### config.mk
export PLATFORM = sky130hd
export DESIGN_NAME = prod_accum
export DESIGN_NICKNAME = d
export VERILOG_FILES = /design/src/rtl/booth_pkg.sv /design/src/rtl/prod_accum.sv
export SDC_FILE = /design/constraint.sdc
export NUM_CORES = 1
export LEC_CHECK = 0
export ABC_CLOCK_PERIOD_IN_PS = 4800
export BUFFER_PORTS_ARGS = -buffer_cell sky130_fd_sc_hd__buf_2
export CAP_MARGIN = 30
export CORE_ASPECT_RATIO = 0.9
export CORE_UTILIZATION = 35
export CTS_BUF_LIST = sky130_fd_sc_hd__clkbuf_16
export DETAILED_ROUTE_END_ITERATION = 16
export GPL_TIMING_DRIVEN = 1
export PLACE_DENSITY_LB_ADDON = 0.25
export SLEW_MARGIN = 20
export SYNTH_ARGS = -nofsm -noshare
export SYNTH_HDL_FRONTEND = slang
export SYNTH_SLANG_ARGS = --single-unit
### constraint.sdc
create_clock -name clk -period 4.8 [get_ports clk]
set_input_delay 0.96 -clock clk [delete_from_list [all_inputs] [get_ports clk]]
set_output_delay 0.96 -clock clk [all_outputs]
set_load 0.01 [all_outputs]
### src/rtl/booth_pkg.sv
// Shared constants and FSM state type for the Booth multiplier datapath.
// The accumulator and the multiplier stage both size themselves from here.
package booth_pkg;

  localparam int N       = 10;
  localparam int ACC_LEN = 8;
  localparam int PW      = 2 * N;
  localparam int ACC_W   = PW + $clog2(ACC_LEN);
  localparam int CW      = $clog2(ACC_LEN) + 1;

  typedef enum logic [1:0] {
    IDLE  = 2'd0,
    ACCUM = 2'd1,
    HOLD  = 2'd2
  } state_e;

endpackage

### src/rtl/prod_accum.sv
// Sums a group of up to ACC_LEN signed products and holds the result
// until downstream takes it.
//
//   state | meaning
//   IDLE  | no group open; the first accepted beat starts one
//   ACCUM | group open; beats are added until in_last or ACC_LEN
//   HOLD  | result presented on out_valid; inputs are stalled
module prod_accum #(
  parameter  int N       = booth_pkg::N,
  parameter  int ACC_LEN = booth_pkg::ACC_LEN,
  localparam int PW      = 2 * N,
  localparam int ACC_W   = PW + $clog2(ACC_LEN),
  localparam int CW      = $clog2(ACC_LEN) + 1
) (
  input  logic             clk,
  input  logic             rst_n,
  input  logic             in_valid,
  output logic             in_ready,
  input  logic [PW-1:0]    prod,
  input  logic             in_last,
  input  logic             flush,
  output logic             out_valid,
  input  logic             out_ready,
  output logic [ACC_W-1:0] acc_out,
  output logic [CW-1:0]    out_count
);

  import booth_pkg::state_e;
  import booth_pkg::IDLE;
  import booth_pkg::ACCUM;
  import booth_pkg::HOLD;

  state_e                  state_q, state_d;
  logic signed [ACC_W-1:0] acc_q, acc_d;
  logic [CW-1:0]           count_q, count_d;
  logic signed [ACC_W-1:0] prod_ext;
  logic [CW-1:0]           count_inc;
  logic                    group_done;

  // Widen before adding so ACC_LEN worst-case products can never wrap.
  assign prod_ext   = {{(ACC_W-PW){prod[PW-1]}}, prod};
  assign count_inc  = count_q + CW'(1);
  assign group_done = in_last || (count_inc == CW'(ACC_LEN));

  always_ff @(posedge clk or negedge rst_n) begin
    if (!rst_n) begin
      state_q <= IDLE;
      acc_q   <= '0;
      count_q <= '0;
    end else begin
      state_q <= state_d;
      acc_q   <= acc_d;
      count_q <= count_d;
    end
  end

  always_comb begin
    state_d = state_q;
    acc_d   = acc_q;
    count_d = count_q;
    case (state_q)
      IDLE: begin
        if (flush) begin
          acc_d   = '0;
          count_d = '0;
        end else if (in_valid) begin
          acc_d   = prod_ext;
          count_d = CW'(1);
          state_d = in_last ? HOLD : ACCUM;
        end
      end
      ACCUM: begin
        if (flush) begin
          acc_d   = '0;
          count_d = '0;
          state_d = IDLE;
        end else if (in_valid) begin
          acc_d   = acc_q + prod_ext;
          count_d = count_inc;
          if (group_done) state_d = HOLD;
        end
      end
      HOLD: begin
        // flush is deliberately ignored here: a finished result is never discarded.
        if (out_ready) state_d = IDLE;
      end
      default: begin
        state_d = IDLE;
      end
    endcase
  end

  assign in_ready  = (state_q != HOLD);
  assign out_valid = (state_q == HOLD);
  assign acc_out   = acc_q;
  assign out_count = count_q;

endmodule

==> results of run 1 <==
## worst max-delay path, delay by kind of cell
family,cells,cell delay [ns]
buffers and inverters,1,0.11
AND/OR/NAND/NOR,1,0.17
AO/OA/AOI/OAI,5,0.95
multiplexers,1,0.20
adder cells (fa/ha/maj),2,0.64
## power groups by stage
stage / registers, mW / logic, mW / clock network, mW
floorplan: 0.475 / 0.832 / 0
global placement: 0.457 / 1.14 / 0
detailed placement: 0.459 / 1.15 / 0
CTS: 0.457 / 1.16 / 0.421
global route: 0.475 / 1.30 / 0.431
finish: 0.457 / 1.16 / 0.414
## layer usage
| layer | track usage | wire [microns] | part of all wire |
|---|---|---|---|
| met1 | 0.2688 | 3404 | 0.50 |
| met2 | 0.2748 | 2956 | 0.43 |
| met3 | 0.04853 | 416 | 0.061 |
| met4 | 0.03551 | 23 | 0.0034 |
| met5 | 0 | 0 | 0 |
## worst max-delay path by stage
| stage | start | to | slack (ns) | cells after the start |
|---|---|---|---|---|
| final | prod[0] | acc_out[20] | 1.89 | 10 |
| after global routing | prod[0] | acc_out[20] | 1.65 | 10 |
| after global placement | prod[0] | acc_out[20] | 1.67 | 10 |
| after floorplan | prod[0] | acc_out[20] | 1.93 | 9 |
| after detailed placement | prod[0] | acc_out[20] | 1.61 | 10 |
| after CTS | prod[0] | acc_out[20] | 1.89 | 10 |
## layout make-up
class / instances / share of cell area
multi-input cells: 253 / 0.5588
repair buffers: 59 / 0.09939
clock inverters: 3 / 0.02101
inverters: 7 / 0.008485
clock buffers: 5 / 0.04040
flip-flops and latches: 29 / 0.2343
well taps: 93 / 0.03758
## cells in the mapped netlist, drive strengths merged (6+ instances only)
cell type | count | area share
a211oi | 7 | 0.023
a21oi | 21 | 0.046
a22oi | 10 | 0.029
clkbuf | 9 | 0.025
dfrtp | 29 | 0.28
ha | 23 | 0.11
inv | 6 | 0.0088
nand2 | 32 | 0.047
nand2b | 6 | 0.015
nand3 | 11 | 0.022
nor2 | 33 | 0.049
o21ai | 29 | 0.057
xnor2 | 9 | 0.031
xor2 | 6 | 0.021
## cell families (layout without fill, tap and decap cells)
kind of cell / Yosys count / in the layout
mux: 5 / 5
compound gates: 103 / 103
flops: 29 / 29
fa+ha+maj: 24 / 24
buf+inv: 18 / 74
xor+xnor: 15 / 15
simple gates: 106 / 106
## registers in the layout (all words and copies together) (netlist names)
register   flops
acc_out       23
out_count      4
state_q        2
==> results.tsv, run 1 <==
metric	value	unit
layout_commonest_cell	buf_2	
pwr-share-clk	0.204	
ys_seq_area_frac	0.2843	
num_antenna_cells	0	
grt_pass1_wl	11470	microns
clk_latency	0.28	ns
maxSlewViolCount	0	
grt_max_degree	30	
grt_use_total	0.1845	
cts_resized	0	
synthAdderAreaFrac	0.1206	
placed_area	2907	sq um
synth-seq-cells	29	
syn-num-nets	350	
crit_path_cell_trace	buf_2 > ha_1 > fa_1 > a211oi_1 > o21ai_1 > nand2_1 > o31ai_1 > a221oi_2 > mux2i_1 > a211oi_1	
critPathMaxFanout	5	
first_pass_iters	4	
ant_nets	0	
startpoint_type	primary input	
worstSetupEndpointType	register	
r2r_end	acc_out[20]	
finalCritPeriodShare	0.6056	
required	4.94	ns
drc	0	
synth-compound-area-share	0.2765	
syn_inst	300	
fin_cells	449	
finalSetupViolations	0	
setup_slack	1.893	ns
h-tree-depth	2	
critPathMaxStageDelay	0.43	ns
place_congestion	0.8138	
skew	0.006049	ns
min_to	acc_out[5]	
r2r_start	acc_out[0]	
finalPower	2.033	mW
io_pins	55	
ff2ff_setup_slack	2.29	ns
post-route-util	0.4399	
switching_share	0.4413	
hold_violations	0	
die_h	83.02	microns
p_seq_frac	0.225	
final_nets	405	
finalSetupTns	0	ns
cp_common_cell	a211oi_1	
core.rowCount	29	
grt-ovfl-total	0	
max_freq	344.0	MHz
die_area	7639	sq um
port-buffer-count	54	
start_util	0.3626	
status	finished, final reports clean	
dp.cells	441	
post_synth_instance_area	2552	sq um
path_class	in -> reg	
synthMuxAreaShare	0.02010	
switching_power	0.8971	mW
power.internal	1.136	mW
worstHoldPathCells	2	
hold_start	acc_out[5]	
period_minus_slack	2.907	ns
slew_headroom	0.5252	
hold_slack	0.5092	ns
worstPathArrival	3.05	ns
rsz0062_at_grt	no	
synth_area_per_cell	8.508	sq um
synth_top_family_by_area	compound AO/OA/AOI/OAI gates	
worst_hold_path_type	reg -> reg	
cts.sinks	29	
cts.path.max_buffers	2	
synth_cell_types	53	
tightest_slew	0.7122	ns
cts_hold_buffers	0	
antenna_found_initial	0	
clkTransAtPathRegs	0.05	ns
fillers	751	
dpl.hpwl	5044	microns
cts_tree	built	
coreArea	7039	sq um
cp_slowest_cell	fa_1	
rr_worst_depth	9	
maxCapViolations	0	
area_delta_synth_final	21.32	%
regArea	725.7	sq um
drtIter0Drc	76	
die_w	92.02	microns
preCtsSetupSlack	1.607	ns
post-cts-setup-buffers	0	
async_reset_ff_frac	1.000	
multi_input_area	1730	sq um
drive_gt1_frac	0.2275	
grt_pass1_vias	2366	
cellPowerDensity	656.5	nW/um^2
synth-xor-area-share	0.05147	
clockRootBuffer	clkbuf_16	
combPwrFrac	0.571	
synthFlopType	dfrtp_1	
vias_per_cell	5.399	
ys_warn_count	0	
vdd_ir_drop_max	0.2419	mV
wirelength	6800	microns
synth-edff-count	0	
vias	2424	
mostFrequentLayoutCells	54 x buf_2, 33 x nor2_1, 32 x nand2_1, 29 x dfrtp_1, 27 x o21ai_0	
design_area	3097	sq um
numCtsBuffers	5	
synth-simple-area-share	0.2078	
p_leak	1.458	nW
wl_per_cell	15.14	microns
Power figures use the tool's default switching activity.
==> run 2: changes to the inputs <==
ABC_CLOCK_PERIOD_IN_PS = 2600   (was 4800)
clock period = 2.6 ns   (was 4.8 ns; I/O delays follow)
==> run 2 against run 1 <==
Sequential share of layout area is 0.17 points lower. Sequential cell count stayed put. Die area stayed put. Largest cell class unchanged. Global-route usage is 1.1 points higher. Count of clock-buffer cells in the layout stayed put. Critical path type is now reg -> reg. Combinational power is 95% higher. First-iteration DRC count is 32% higher.
==> results.tsv, run 2 (synthesis gave the netlist of run 1 again) <==
metric	value	unit	change
rsz0062_at_grt	no		unchanged
skew	0.003632	ns	was 0.006049 ns
h-tree-depth	2		unchanged
ant_nets	0		unchanged
dpl.hpwl	5270	microns	was 5044 microns
crit_path_cell_trace	ha_1 > fa_1 > a211oi_1 > o21ai_1 > nand2_1 > o31ai_1 > a221oi_2 > mux2i_1 > a211oi_1		was buf_2 > ha_1 > fa_1 > a211oi_1 > o21ai_1 > nand2_1 > o31ai_1 > a221oi_2 > mux2i_1 > a211oi_1
vias	2531		was 2424
die_area	7639	sq um	unchanged
grt-ovfl-total	0		unchanged
switching_power	1.684	mW	was 0.8971 mW
slew_headroom	0.5215		was 0.5252
max_freq	415.5	MHz	
place_congestion	0.8633		was 0.8138
finalSetupViolations	0		unchanged
cp_slowest_cell	dfrtp_1		was fa_1
finalCritPeriodShare	0.9257		
cts_tree	built		unchanged
wirelength	7004	microns	was 6800 microns
vias_per_cell	5.514		was 5.399
cts.path.max_buffers	2		unchanged
switching_share	0.4597		was 0.4413
grt_pass1_vias	2488		was 2366
core.rowCount	29		unchanged
maxCapViolations	0		unchanged
numCtsBuffers	5		unchanged
design_area	3119	sq um	was 3097 sq um
coreArea	7039	sq um	unchanged
clkTransAtPathRegs	0.05	ns	about the same
drive_gt1_frac	0.2432		was 0.2275
wl_per_cell	15.26	microns	was 15.14 microns
area_delta_synth_final	22.21	%	was 21.32%
status	finished, final reports clean		unchanged
mostFrequentLayoutCells	54 x buf_2, 33 x nor2_1, 32 x nand2_1, 29 x dfrtp_1, 27 x o21ai_0		unchanged
critPathMaxStageDelay	0.39	ns	was 0.43 ns
worstPathBufferInverterCount	0		was 1
cp_top_family	compound AO/OA/AOI/OAI gates		unchanged
io_pins	55		unchanged
first_pass_iters	4		unchanged
grt_max_degree	30		unchanged
required	2.74	ns	was 4.94 ns
worst_hold_path_type	in -> async		was reg -> reg
post-route-util	0.4431		was 0.4399
die_w	92.02	microns	unchanged
start_util	0.3626		unchanged
placed_area	2982	sq um	was 2907 sq um
post-cts-setup-buffers	0		unchanged
drc	0		unchanged
clockRootBuffer	clkbuf_16		unchanged
port-buffer-count	54		unchanged
worstSetupEndpointType	register		unchanged
cts_hold_buffers	0		unchanged
grt_pass1_wl	11790	microns	was 11470 microns
clk_latency	0.28	ns	about the same
cellPowerDensity	1174	nW/um^2	was 656.5 nW/um^2
cts_resized	0		unchanged
die_h	83.02	microns	unchanged
power.internal	1.979	mW	was 1.136 mW
cts.sinks	29		unchanged
combPwrFrac	0.617		was 0.571
num_antenna_cells	0		unchanged
vdd_ir_drop_max	0.4008	mV	was 0.2419 mV
final_nets	415		was 405
critPathMaxFanout	3		was 5
grt_use_total	0.1950		was 0.1845
maxSlewViolCount	0		unchanged
cp_common_cell	a211oi_1		unchanged
p_seq_frac	0.229		was 0.225
startpoint_type	register		was primary input
largest_register_ffs	23		unchanged
layout_commonest_cell	buf_2		unchanged
drtIter0Drc	100		was 76
worstPathArrival	2.55	ns	was 3.05 ns
period_minus_slack	2.407	ns	
tightest_slew	0.7177	ns	was 0.7122 ns
p_leak	1.481	nW	was 1.458 nW
path_class	reg -> reg		was in -> reg
hold_violations	0		unchanged
antenna_found_initial	0		unchanged
fillers	743		was 751
pwr-share-clk	0.155		was 0.204
run 2: cell types whose count changed in the layout (fill, tap and decap cells not counted):
cell and change:
clkinv_1 +2, buf_4 +10, bufinv_16 -2
run 2: per-stage QoR:
stage | setup slack (ns) | total power [mW] | hold slack, ns | TNS [ns] | cells
after floorplan | 0.1655 | 2.413 | 0.2244 | 0 | 300
after global placement | 0.02883 | 3.060 | 0.4959 | 0 | 450
after detailed placement | -0.01800 | 3.089 | 0.5001 | -0.01800 | 451
after CTS | 0.2061 | 3.666 | 0.3295 | 0 | 459
after global routing | 0.001515 | 3.992 | 0.3551 | 0 | 459
final | 0.1933 | 3.662 | 0.2927 | 0 | 459
run 2: routing by layer:
metal / wire [microns] / vias to the layer above / global-route usage / part of all wire
li1: - / 1259 / - / -
met2: 3080 / 66 / 0.2958 / 0.44
met3: 421 / 14 / 0.05769 / 0.060
met1: 3369 / 1192 / 0.2630 / 0.48
met4: 132 / 0 / 0.06818 / 0.019
met5: 0 / - / 0 / 0
run 2: worst register-to-register path, cell delays in order, from the launching register on:
cell      delay, ns
dfrtp_1        0.39
ha_1           0.21
fa_1           0.39
a211oi_1       0.31
o21ai_1        0.16
nand2_1        0.11
o31ai_1        0.12
a221oi_2       0.29
mux2i_1        0.23
a211oi_1       0.06
run 2: layout make-up:
type	instances	area (sq um)	area share
Multi-Input combinational cell	253	1730	0.5548
Sequential cell	29	725.7	0.2327
Timing Repair Buffer	69	382.9	0.1227
Clock buffer	5	125.1	0.04011
Tap cell	93	116.4	0.03730
Inverter	7	26.28	0.008424
Clock inverter	3	12.51	0.004011
run 2: path summary, 6_finish.rpt:
kind                                 start  depth (start not counted)     endpoint  slack [ns]
min in group clk                  prod[14]                          3  acc_out[14]        0.48
worst min-delay path                 rst_n                          1  acc_out[13]        0.29
worst min register to register  acc_out[5]                          2   acc_out[5]        0.51
worst max register to register  acc_out[0]                          9  acc_out[20]        0.19
worst max-delay path            acc_out[0]                          9  acc_out[20]        0.19
max in group asynchronous            rst_n                          1   acc_out[7]        1.85
run 2: power by group through the flow:
| stage | Sequential [mW] | Clock, mW | Combinational, mW |
|---|---|---|---|
| floorplan | 0.877 | 0 | 1.54 |
| global placement | 0.843 | 0 | 2.22 |
| detailed placement | 0.846 | 0 | 2.24 |
| CTS | 0.840 | 0.573 | 2.25 |
| global route | 0.874 | 0.590 | 2.53 |
| finish | 0.837 | 0.566 | 2.26 |
